[src/rtl/syn_job_que_status_pkg.sv]
// ============================================================================
// Module   : syn_job_que_status_pkg
// Brief    : Register map constants and per-channel status record for the
//            job-queue status collector.
// Revision : 1.0 - initial release
// ============================================================================
`default_nettype none

package syn_job_que_status_pkg;

    // Counter fields are sized for the largest supported queue depth.
    localparam int MAX_CNT_W = 16;

    localparam logic [1:0] OCC_OFF  = 2'd0;
    localparam logic [1:0] HWM_OFF  = 2'd1;
    localparam logic [1:0] STAT_OFF = 2'd2;
    localparam logic [1:0] RSVD_OFF = 2'd3;

    localparam logic [7:0] SUMMARY_ADDR = 8'hFF;

    localparam int STAT_EMPTY_BIT        = 0;
    localparam int STAT_FULL_BIT         = 1;
    localparam int STAT_OVF_BIT          = 2;
    localparam int STAT_UDF_BIT          = 3;
    localparam int SUMMARY_ALL_EMPTY_BIT = 31;

    typedef struct packed {
        logic [MAX_CNT_W-1:0] occ;
        logic [MAX_CNT_W-1:0] hwm;
        logic                 ovf;
        logic                 udf;
    } chnl_stat_t;

endpackage

`default_nettype wire

[src/rtl/syn_que_occ_cntr.sv]
// ============================================================================
// Module   : syn_que_occ_cntr
// Brief    : Single-queue occupancy counter with empty/full flags, sticky
//            overflow/underflow bits and a high-water mark.
// Revision : 1.0 - initial release
// ============================================================================
`default_nettype none

module syn_que_occ_cntr
    import syn_job_que_status_pkg::*;
#(
    parameter int QUE_DEPTH = 16,
    parameter int CNT_W     = $clog2(QUE_DEPTH + 1)
) (
    input  logic       clk,
    input  logic       rst,
    input  logic       i_push,
    input  logic       i_pop,
    input  logic       i_hwm_reload,
    input  logic [1:0] i_w1c,
    output chnl_stat_t o_stat,
    output logic       o_empty,
    output logic       o_full,
    output logic       o_empty_nxt
);

    localparam logic [CNT_W-1:0] c_FULL_CNT = CNT_W'(QUE_DEPTH);
    localparam logic [CNT_W-1:0] c_ONE      = CNT_W'(1);

    logic [CNT_W-1:0] r_occ;
    logic [CNT_W-1:0] r_hwm;
    logic             r_ovf;
    logic             r_udf;
    logic             r_empty;
    logic             r_full;

    logic [CNT_W-1:0] w_occ_nxt;
    logic [CNT_W-1:0] w_hwm_base;
    logic [CNT_W-1:0] w_hwm_nxt;
    logic             w_ovf_set;
    logic             w_udf_set;

    always_comb begin
        w_occ_nxt = r_occ;
        w_ovf_set = 1'b0;
        w_udf_set = 1'b0;
        // Simultaneous push and pop cancel out, even at the empty/full limits.
        unique case ({i_push, i_pop})
            2'b10: begin
                if (r_occ == c_FULL_CNT) w_ovf_set = 1'b1;
                else                     w_occ_nxt = r_occ + c_ONE;
            end
            2'b01: begin
                if (r_occ == '0) w_udf_set = 1'b1;
                else             w_occ_nxt = r_occ - c_ONE;
            end
            default: ;
        endcase
        w_hwm_base = i_hwm_reload ? r_occ : r_hwm;
        w_hwm_nxt  = (w_occ_nxt > w_hwm_base) ? w_occ_nxt : w_hwm_base;
    end

    assign o_empty_nxt = (w_occ_nxt == '0);

    always_ff @(posedge clk) begin
        if (rst) begin
            r_occ   <= '0;
            r_hwm   <= '0;
            r_ovf   <= 1'b0;
            r_udf   <= 1'b0;
            r_empty <= 1'b1;
            r_full  <= 1'b0;
        end else begin
            r_occ   <= w_occ_nxt;
            r_hwm   <= w_hwm_nxt;
            // A hardware set beats a software clear in the same cycle.
            r_ovf   <= w_ovf_set | (r_ovf & ~i_w1c[0]);
            r_udf   <= w_udf_set | (r_udf & ~i_w1c[1]);
            r_empty <= (w_occ_nxt == '0);
            r_full  <= (w_occ_nxt == c_FULL_CNT);
        end
    end

    assign o_stat.occ = MAX_CNT_W'(r_occ);
    assign o_stat.hwm = MAX_CNT_W'(r_hwm);
    assign o_stat.ovf = r_ovf;
    assign o_stat.udf = r_udf;
    assign o_empty    = r_empty;
    assign o_full     = r_full;

endmodule

`default_nettype wire

[src/rtl/syn_job_que_status.sv]
// ============================================================================
// Module   : syn_job_que_status
// Brief    : Multi-queue job status collector with a local-bus register port
//            (per-channel OCC/HWM/STAT plus a global SUMMARY register).
// Revision : 1.0 - initial release
// ============================================================================
`default_nettype none

module syn_job_que_status
    import syn_job_que_status_pkg::*;
#(
    parameter int NUM_CHNLS = 4,
    parameter int QUE_DEPTH = 16,
    parameter int LB_ADDR_W = 8,
    parameter int LB_DATA_W = 32
) (
    input  logic                 clk_ir,
    input  logic                 rst_il,
    input  logic [NUM_CHNLS-1:0] push_i,
    input  logic [NUM_CHNLS-1:0] pop_i,
    output logic [NUM_CHNLS-1:0] que_empty_o,
    output logic [NUM_CHNLS-1:0] que_full_o,
    output logic                 all_empty_o,
    input  logic                 lb_rd_en_i,
    input  logic                 lb_wr_en_i,
    input  logic [LB_ADDR_W-1:0] lb_addr_i,
    input  logic [LB_DATA_W-1:0] lb_wr_data_i,
    output logic                 lb_rd_valid_o,
    output logic [LB_DATA_W-1:0] lb_rd_data_o
);

    localparam int CNT_W = $clog2(QUE_DEPTH + 1);
    localparam int CHN_W = LB_ADDR_W - 2;

    logic [CHN_W-1:0]     w_addr_chnl;
    logic [1:0]           w_addr_off;
    logic                 w_is_summary;
    chnl_stat_t           w_stat      [NUM_CHNLS];
    logic [3:0]           w_stat_bits [NUM_CHNLS];
    logic [NUM_CHNLS-1:0] w_empty_nxt;
    logic [31:0]          w_summary32;
    logic [LB_DATA_W-1:0] w_rd_data;
    logic                 w_unused_wr_data;

    logic                 r_all_empty;
    logic                 r_rd_valid;
    logic [LB_DATA_W-1:0] r_rd_data;

    assign w_addr_chnl      = lb_addr_i[LB_ADDR_W-1:2];
    assign w_addr_off       = lb_addr_i[1:0];
    assign w_is_summary     = (lb_addr_i == LB_ADDR_W'(SUMMARY_ADDR));
    assign w_unused_wr_data = ^lb_wr_data_i;

    generate
        for (genvar c = 0; c < NUM_CHNLS; c++) begin : g_chnl
            logic       w_hit;
            logic       w_hwm_reload;
            logic [1:0] w_w1c;

            assign w_hit        = lb_wr_en_i && !w_is_summary && (w_addr_chnl == CHN_W'(c));
            assign w_hwm_reload = w_hit && (w_addr_off == HWM_OFF);
            assign w_w1c        = {2{w_hit && (w_addr_off == STAT_OFF)}}
                                & {lb_wr_data_i[STAT_UDF_BIT], lb_wr_data_i[STAT_OVF_BIT]};

            syn_que_occ_cntr #(
                .QUE_DEPTH (QUE_DEPTH),
                .CNT_W     (CNT_W)
            ) u_cntr (
                .clk          (clk_ir),
                .rst          (rst_il),
                .i_push       (push_i[c]),
                .i_pop        (pop_i[c]),
                .i_hwm_reload (w_hwm_reload),
                .i_w1c        (w_w1c),
                .o_stat       (w_stat[c]),
                .o_empty      (que_empty_o[c]),
                .o_full       (que_full_o[c]),
                .o_empty_nxt  (w_empty_nxt[c])
            );

            always_comb begin
                w_stat_bits[c]                 = '0;
                w_stat_bits[c][STAT_EMPTY_BIT] = que_empty_o[c];
                w_stat_bits[c][STAT_FULL_BIT]  = que_full_o[c];
                w_stat_bits[c][STAT_OVF_BIT]   = w_stat[c].ovf;
                w_stat_bits[c][STAT_UDF_BIT]   = w_stat[c].udf;
            end
        end
    endgenerate

    always_comb begin
        w_summary32                        = 32'(que_empty_o);
        w_summary32[SUMMARY_ALL_EMPTY_BIT] = r_all_empty;
    end

    // Read data reflects state before any write landing on the same edge.
    always_comb begin
        w_rd_data = '0;
        if (w_is_summary) begin
            w_rd_data = LB_DATA_W'(w_summary32);
        end else begin
            for (int c = 0; c < NUM_CHNLS; c++) begin
                if (w_addr_chnl == CHN_W'(c)) begin
                    unique case (w_addr_off)
                        OCC_OFF:  w_rd_data = LB_DATA_W'(w_stat[c].occ);
                        HWM_OFF:  w_rd_data = LB_DATA_W'(w_stat[c].hwm);
                        STAT_OFF: w_rd_data = LB_DATA_W'(w_stat_bits[c]);
                        default:  w_rd_data = '0;
                    endcase
                end
            end
        end
    end

    always_ff @(posedge clk_ir) begin
        if (rst_il) begin
            r_all_empty <= 1'b1;
            r_rd_valid  <= 1'b0;
            r_rd_data   <= '0;
        end else begin
            r_all_empty <= &w_empty_nxt;
            r_rd_valid  <= lb_rd_en_i;
            if (lb_rd_en_i) begin
                r_rd_data <= w_rd_data;
            end
        end
    end

    assign all_empty_o   = r_all_empty;
    assign lb_rd_valid_o = r_rd_valid;
    assign lb_rd_data_o  = r_rd_data;

endmodule

`default_nettype wire
[config.mk]
export PLATFORM = sky130hd
export DESIGN_NAME = syn_job_que_status
export DESIGN_NICKNAME = d
export VERILOG_FILES = /design/src/rtl/syn_job_que_status_pkg.sv /design/src/rtl/syn_que_occ_cntr.sv /design/src/rtl/syn_job_que_status.sv
export SDC_FILE = /design/constraint.sdc
export NUM_CORES = 1
export LEC_CHECK = 0
export ABC_CLOCK_PERIOD_IN_PS = 4350
export CAP_MARGIN = 20
export CORE_ASPECT_RATIO = 1.75
export CORE_MARGIN = 2
export CORE_UTILIZATION = 54
export CTS_CLUSTER_DIAMETER = 150
export DETAILED_ROUTE_END_ITERATION = 16
export PLACE_DENSITY = 0.82
export SLEW_MARGIN = 30
export SYNTH_ARGS = -nofsm -noshare
export SYNTH_HDL_FRONTEND = slang
export SYNTH_SLANG_ARGS = --single-unit
[constraint.sdc]
create_clock -name clk_ir -period 4.35 [get_ports clk_ir]
set_input_delay 0.87 -clock clk_ir [delete_from_list [all_inputs] [get_ports clk_ir]]
set_output_delay 0.87 -clock clk_ir [all_outputs]
set_load 0.02 [all_outputs]
==> reports/metrics.yaml, run 1 <==
ctsHoldBuffers: 0
p_per_area_nw_per_um2: 354
cts_max_level: 3
maxCapViolCount: 0
worst-path-buf-inv: 2
cp_slowest_cell: "or4_1"
cts_tree: "yes"
grt_max_degree: 48
first_global_vias: 4661
fmax_mhz: 246
grt_pass1_wl_mm: 21.6
routabilityCongestion: 0.926
cts_buffers: 9
cp.required_ns: 4.60
nets: 739
cts_root_buf: "clkbuf_16"
synthArstFlopShare_pct: 0
ys_ff_latch: 64
post-route-drc-count: 0
dieArea_um2: 10300
netlist_area_um2: 5100
cp.arrival_ns: 4.31
peakVddDrop_uv: 224
synth_edf_count: 0
gr-total-overflow: 0
synth_cells: 634
n_antenna_cell: 0
ys_types: 76
crit_chain: "clkdlybuf4s50_1 -> or4_1 -> or2_2 -> nor2_2 -> buf_4 -> mux2i_1 -> ha_1 -> nand4_1 -> mux2i_1 -> a21oi_1 -> nor2_1 -> a211oi_1"
avgSynthCellArea_um2: 8.05
critPathMaxFanout: 10
critPathMostFrequentCell: "mux2i_1"
fin_setup_tns_ns: 0
start_util_pct: 54.6
setup_violations: 0
clock_skew_ns: 0.00655
viasPerCell: 6.14
core_um2: 9350
synthToLayoutAreaGrowth_pct: 12.8
dp_cells: 762
rsz0062_at_grt: "false"
hpwlAfterDp_mm: 9.50
drive_gt1_share_pct: 10.1
instances_no_fill: 778
clockBufferDepth: 2
via_count: 4775
cts_setup_buffers: 0
numPortBuffers: 37
max_stage_delay_ns: 0.59
cts_resized: 0
outcome: "finished, final reports clean"
finalHoldViolations: 0
critPathCaptureType: "flip-flop"
r2r-start: "g_chnl[2].u_cntr.r_occ[0]"
period_minus_slack_ns: 4.06
cts.clk_slew.worst_paths_ns: 0.05
worstSkewPairLatency_ns: 0.34
wirelength_mm: 13.0
slew_viol_final: 0
grt_use_total_pct: 25.9
yosysSeqAreaShare_pct: 25.1
io_pins: 94
wl_per_cell_um: 16.7
p_leak_nw: 2.35
worst_pin_slew_ns: 0.685
fp.dieW_um: 77.5
drtIter0Drc: 386
regToRegSetupSlack_ns: 0.87
ant_nets: 0
finalCritPeriodShare_pct: 93.4
synth_warnings: 0
hp-start: "g_chnl[1].u_cntr.r_ovf"
drtPass1Iterations: 5
synthTopCellsByArea: "dfxtp_1 25%, ha_1 8.8%, mux2i_1 7.8%"
core.rowCount: 47
antenna_found_initial: 0
crit_type: "primary input to flip-flop"
synthFlopType: "dfxtp_1"
die_y_um: 133
synth_top_cell_by_area: "dfxtp_1"
synth_top_area_share_pct: 25.1
crit_family: "simple AND/OR/NAND/NOR gates"
cts_sinks: 64
start_kind: "primary input"
hold_class: "flip-flop to flip-flop"
crit_start: "lb_addr_i[5]"
slew-limit-headroom_pct: 54.3
==> power breakdown <==
group	internal [mW]	total, mW	switching (mW)
Sequential	0.630	0.664	0.0336
Clock	0.516	0.781	0.265
Combinational	0.252	0.596	0.344
Total	1.40	2.04	0.643
==> sequential cells by signal (all words and copies together) (netlist names) <==
name and count:
g_chnl.u_cntr.r_ovf 4, g_chnl.u_cntr.r_occ 20, g_chnl.u_cntr.o_full 4, lb_rd_valid_o 1
lb_rd_data_o 6, g_chnl.u_cntr.r_udf 4, g_chnl.u_cntr.r_hwm 20, all_empty_o 1
g_chnl.u_cntr.o_empty 4
==> placed cells by master, fill, tap and decap left out, types with 3 or more instances in the layout <==
cell type / n
o22ai_1: 6
nand3_1: 27
nor4_1: 3
o21bai_1: 3
a22oi_1: 4
o32ai_1: 3
a21boi_0: 5
a311oi_1: 9
inv_1: 36
a31oi_1: 6
o21ai_0: 28
nor3b_1: 5
and3_1: 5
a2bb2oi_1: 3
nor3_1: 23
clkbuf_16: 9
buf_4: 21
ha_1: 36
nand3b_1: 4
and2_1: 10
dfxtp_1: 64
nor2_1: 50
mux2i_1: 40
a211o_1: 4
or3b_2: 5
clkdlybuf4s50_1: 37
a21oi_1: 43
nand2b_1: 12
conb_1: 26
a21o_1: 11
mux2_2: 5
nand2_1: 17
o211ai_1: 4
a211oi_1: 10
or3_1: 3
o2111ai_1: 3
or2_2: 5
nand4_1: 5
nor2b_1: 15
==> kinds of logic after synthesis <==
kind of cell / share of synthesized area [%]
muxes: 10.1
DFF: 25.1
xor gates and xnor gates: 0.343
buffers and inverters: 11.3
AOI/OAI and AO/OA: 21.2
adders and majority gates: 8.83
other: 0.0735
and+or+nand+nor: 23.1
==> through the flow <==
stage	instance area (µm²)	util, %	worst slack [ns]	hold slack (ns)	power, mW
6_report	5760	61.6	0.289	0.485	2.04
5_1_grt	5760	61.6	0.0400	0.514	2.13
4_1_cts	5760	61.6	0.320	0.484	2.03
3_5_place_dp	5430	58.1	0.0162	0.473	1.26
3_3_place_gp	5430	58.1	0.120	0.462	1.23
2_1_floorplan	5190	-	0.515	0.450	1.11
==> path summary, 6_finish.rpt <==
| check | end | cells after the start |
|---|---|---|
| setup / recovery | g_chnl[1].u_cntr.r_hwm[0] | 12 |
| hold / removal | g_chnl[1].u_cntr.r_ovf | 2 |
| setup reg to reg | g_chnl[2].u_cntr.r_hwm[1] | 12 |
| hold reg to reg | g_chnl[1].u_cntr.r_ovf | 2 |
==> synthesized netlist by cell type, types with 10 or more instances <==
cell / number
nand2b_1: 12
a21o_1: 11
nor3_1: 23
buf_4: 34
mux2i_1: 40
a21oi_1: 43
dfxtp_1: 64
and2_1: 10
a211oi_1: 10
clkbuf_1: 33
nand3_1: 27
ha_1: 36
nand2_1: 17
nor2_1: 50
inv_1: 36
nor2b_1: 15
o21ai_0: 28
==> tightest hold or removal path, stage by stage, from the launching register on <==
cell,delay (ns)
dfxtp_1,0.30
o21ai_0,0.07
a21oi_1,0.06
==> metal layers <==
metal  share of wire, %  global-route usage [%]  vias to the layer above
li1                   -                       -                     2282
met1                 38                    27.7                     2235
met2                 52                    46.5                      206
met3                5.5                    4.64                       52
met4                4.5                    15.3                        0
met5                  0                       0                        -
==> final cells by class <==
class | count | area, µm²
clock buffers | 11 | 243
clock inverters | 5 | 80.1
fillers | 786 | 3590
inverters | 36 | 135
multi-input cells | 482 | 3340
flip-flops and latches | 64 | 1280
well taps | 122 | 153
repair buffers | 58 | 528
No activity file was read; power rests on OpenSTA's default activity.
==> run 2, diff against run 1 <==
--- a/config.mk
+++ b/config.mk
@@ -12,7 +12,7 @@
 export CORE_UTILIZATION = 54
 export CTS_CLUSTER_DIAMETER = 150
 export DETAILED_ROUTE_END_ITERATION = 16
-export PLACE_DENSITY = 0.82
+export PLACE_DENSITY = 0.85
 export SLEW_MARGIN = 30
 export SYNTH_ARGS = -nofsm -noshare
 export SYNTH_HDL_FRONTEND = slang
==> run 2 against run 1 <==
  * Count of clock-buffer cells in the layout grew 1
  * Sequential power is essentially flat
  * Global-route usage rose by 0.78 points
  * Clock power is essentially flat
  * Via count up 1.4%
  * Clock skew decreased by 0.0018 ns
  * Non-clock buffer count unchanged
  * Power rose by 0.28%
  * Fmax is 1.7% lower
  * Worst setup slack worse by 0.070 ns
  * Sequential share of layout area hardly changed
  * Cell count fell by 0.13%
  * Critical endpoint is now g_chnl[1].u_cntr.r_hwm[3]
  * Largest cell class unchanged
==> reports/metrics.yaml, run 2 (synthesis results as in run 1) <==
top_usage_layer: "met2"
dieArea_um2: 10300
worst-path-buf-inv: 1
antenna_found_initial: 0
cts_buffers: 9
cts_root_buf: "clkbuf_16"
wirelength_mm: 13.5
synthToLayoutAreaGrowth_pct: 12.9
cp_slowest_cell: "or4_1"
r2r-start: "g_chnl[2].u_cntr.r_occ[0]"
clock_skew_ns: 0.00476
gr-total-overflow: 0
worstHoldPathCells: 2
hpwlAfterDp_mm: 9.63
core.rowCount: 47
routabilityCongestion: 0.937
cts_sinks: 64
cts_tree: "yes"
n_antenna_cell: 0
period_minus_slack_ns: 4.13
regToRegSetupSlack_ns: 0.80
grt_pass1_wl_mm: 22.4
outcome: "finished, final reports clean"
worstHoldEndpoint: "lb_rd_data_o[31]"
use_met3_pct: 3.68
use_met2_pct: 48.6
start_kind: "primary input"
mostFrequentLayoutCells: "64 x dfxtp_1, 50 x nor2_1, 42 x a21oi_1"
final_common_cell: "dfxtp_1"
hold_class: "flip-flop to flip-flop"
peakVddDrop_uv: 237
setup_violations: 0
core_um2: 9350
r2r_end: "g_chnl[2].u_cntr.r_hwm[3]"
fmax_mhz: 242
utilization_pct: 61.6
p_per_area_nw_per_um2: 355
maxCapViolCount: 0
critPathMostFrequentCell: "or2_2"
r2r_cells: 13
fin_setup_tns_ns: 0
drtPass1Iterations: 5
ctsHoldBuffers: 0
viasPerCell: 6.23
post-route-drc-count: 0
wl_per_cell_um: 17.4
finalCritPeriodShare_pct: 95.0
slew_viol_final: 0
fillers: 783
max_stage_delay_ns: 0.59
first_global_vias: 4846
grt_use_total_pct: 26.6
cp.required_ns: 4.61
die_y_um: 133
ant_nets: 0
via_count: 4842
io_pins: 94
finalHoldViolations: 0
worstSkewPairLatency_ns: 0.34
critPathMaxFanout: 10
start_util_pct: 54.6
critPathCaptureType: "flip-flop"
crit_family: "simple AND/OR/NAND/NOR gates"
grt_max_degree: 48
rsz0062_at_grt: "false"
cp.arrival_ns: 4.39
numPortBuffers: 37
p_leak_nw: 2.36
cts.clk_slew.worst_paths_ns: 0.05
crit_chain: "clkdlybuf4s50_1 -> or4_1 -> or2_2 -> nor2_2 -> mux2i_1 -> ha_1 -> nor2b_1 -> o21a_1 -> o21ai_0 -> a21oi_2 -> or2_2 -> a21oi_1"
grtUsageMet1_pct: 27.4
power_mw: 2.05
slew-limit-headroom_pct: 59.3
fp.dieW_um: 77.5
clockBufferDepth: 2
hp-start: "lb_rd_data_o[31]"
nets: 739
crit_type: "primary input to flip-flop"
drive_gt1_share_pct: 10.1
cts_max_level: 3
drtIter0Drc: 418
worst_pin_slew_ns: 0.606
## run 2: area by class of cell
| cell class | instances | area [µm²] | area share (%) |
|---|---|---|---|
| multi-input combinational | 482 | 3340 | 58.0 |
| sequential | 64 | 1280 | 22.3 |
| timing repair buffer | 58 | 528 | 9.17 |
| clock buffer | 12 | 256 | 4.45 |
| tap | 122 | 153 | 2.65 |
| inverter | 36 | 135 | 2.35 |
| clock inverter | 3 | 65.1 | 1.13 |
## run 2: routing by layer
metal  part of all wire, %  up-vias  wire, µm
met5                     0        -         0
met4                   5.5        0       746
met3                   5.3       63       716
met2                    53      225      7110
met1                    37     2283      4950
li1                      -     2271         -
## run 2: per-stage QoR
step / std cells / area (µm²) / worst slack (ns) / hold slack [ns]
after global placement: 762 / 5430 / 0.131 / 0.456
after detailed placement: 762 / 5430 / -0.0635 / 0.465
final: 777 / 5760 / 0.219 / 0.473
after CTS: 777 / 5750 / 0.199 / 0.472
after floorplan: 659 / 5190 / 0.515 / 0.450
after global routing: 777 / 5760 / 0.170 / 0.495
## run 2: worst max-delay path by stage
stage                  from                         to  slack, ns  cells past startpoint
6_report       lb_addr_i[5]  g_chnl[1].u_cntr.r_hwm[3]       0.22                     12
5_1_grt        lb_addr_i[5]  g_chnl[0].u_cntr.r_hwm[4]       0.17                     12
4_1_cts        lb_addr_i[5]  g_chnl[1].u_cntr.r_hwm[4]       0.20                     12
3_5_place_dp   lb_addr_i[5]  g_chnl[1].u_cntr.r_hwm[4]      -0.06                     12
3_3_place_gp   lb_addr_i[5]  g_chnl[1].u_cntr.r_hwm[2]       0.13                     12
2_1_floorplan  lb_addr_i[5]  g_chnl[0].u_cntr.r_hwm[3]       0.51                     10
## run 2: power by group
part | switching (mW) | internal (mW)
Clock | 0.252 | 0.528
Combinational | 0.354 | 0.247
Sequential | 0.0333 | 0.630
Total | 0.640 | 1.41
## run 2: repair_timing
item,CTS,global route
buffers inserted,0,0
endpoints found under the setup margin,0,1
gates resized for setup,0,1
## run 2: tightest hold or removal path, cell delays in order, from the launching register on
cell      delay [ns]
dfxtp_1         0.31
nand2b_1        0.06
a21oi_1         0.05
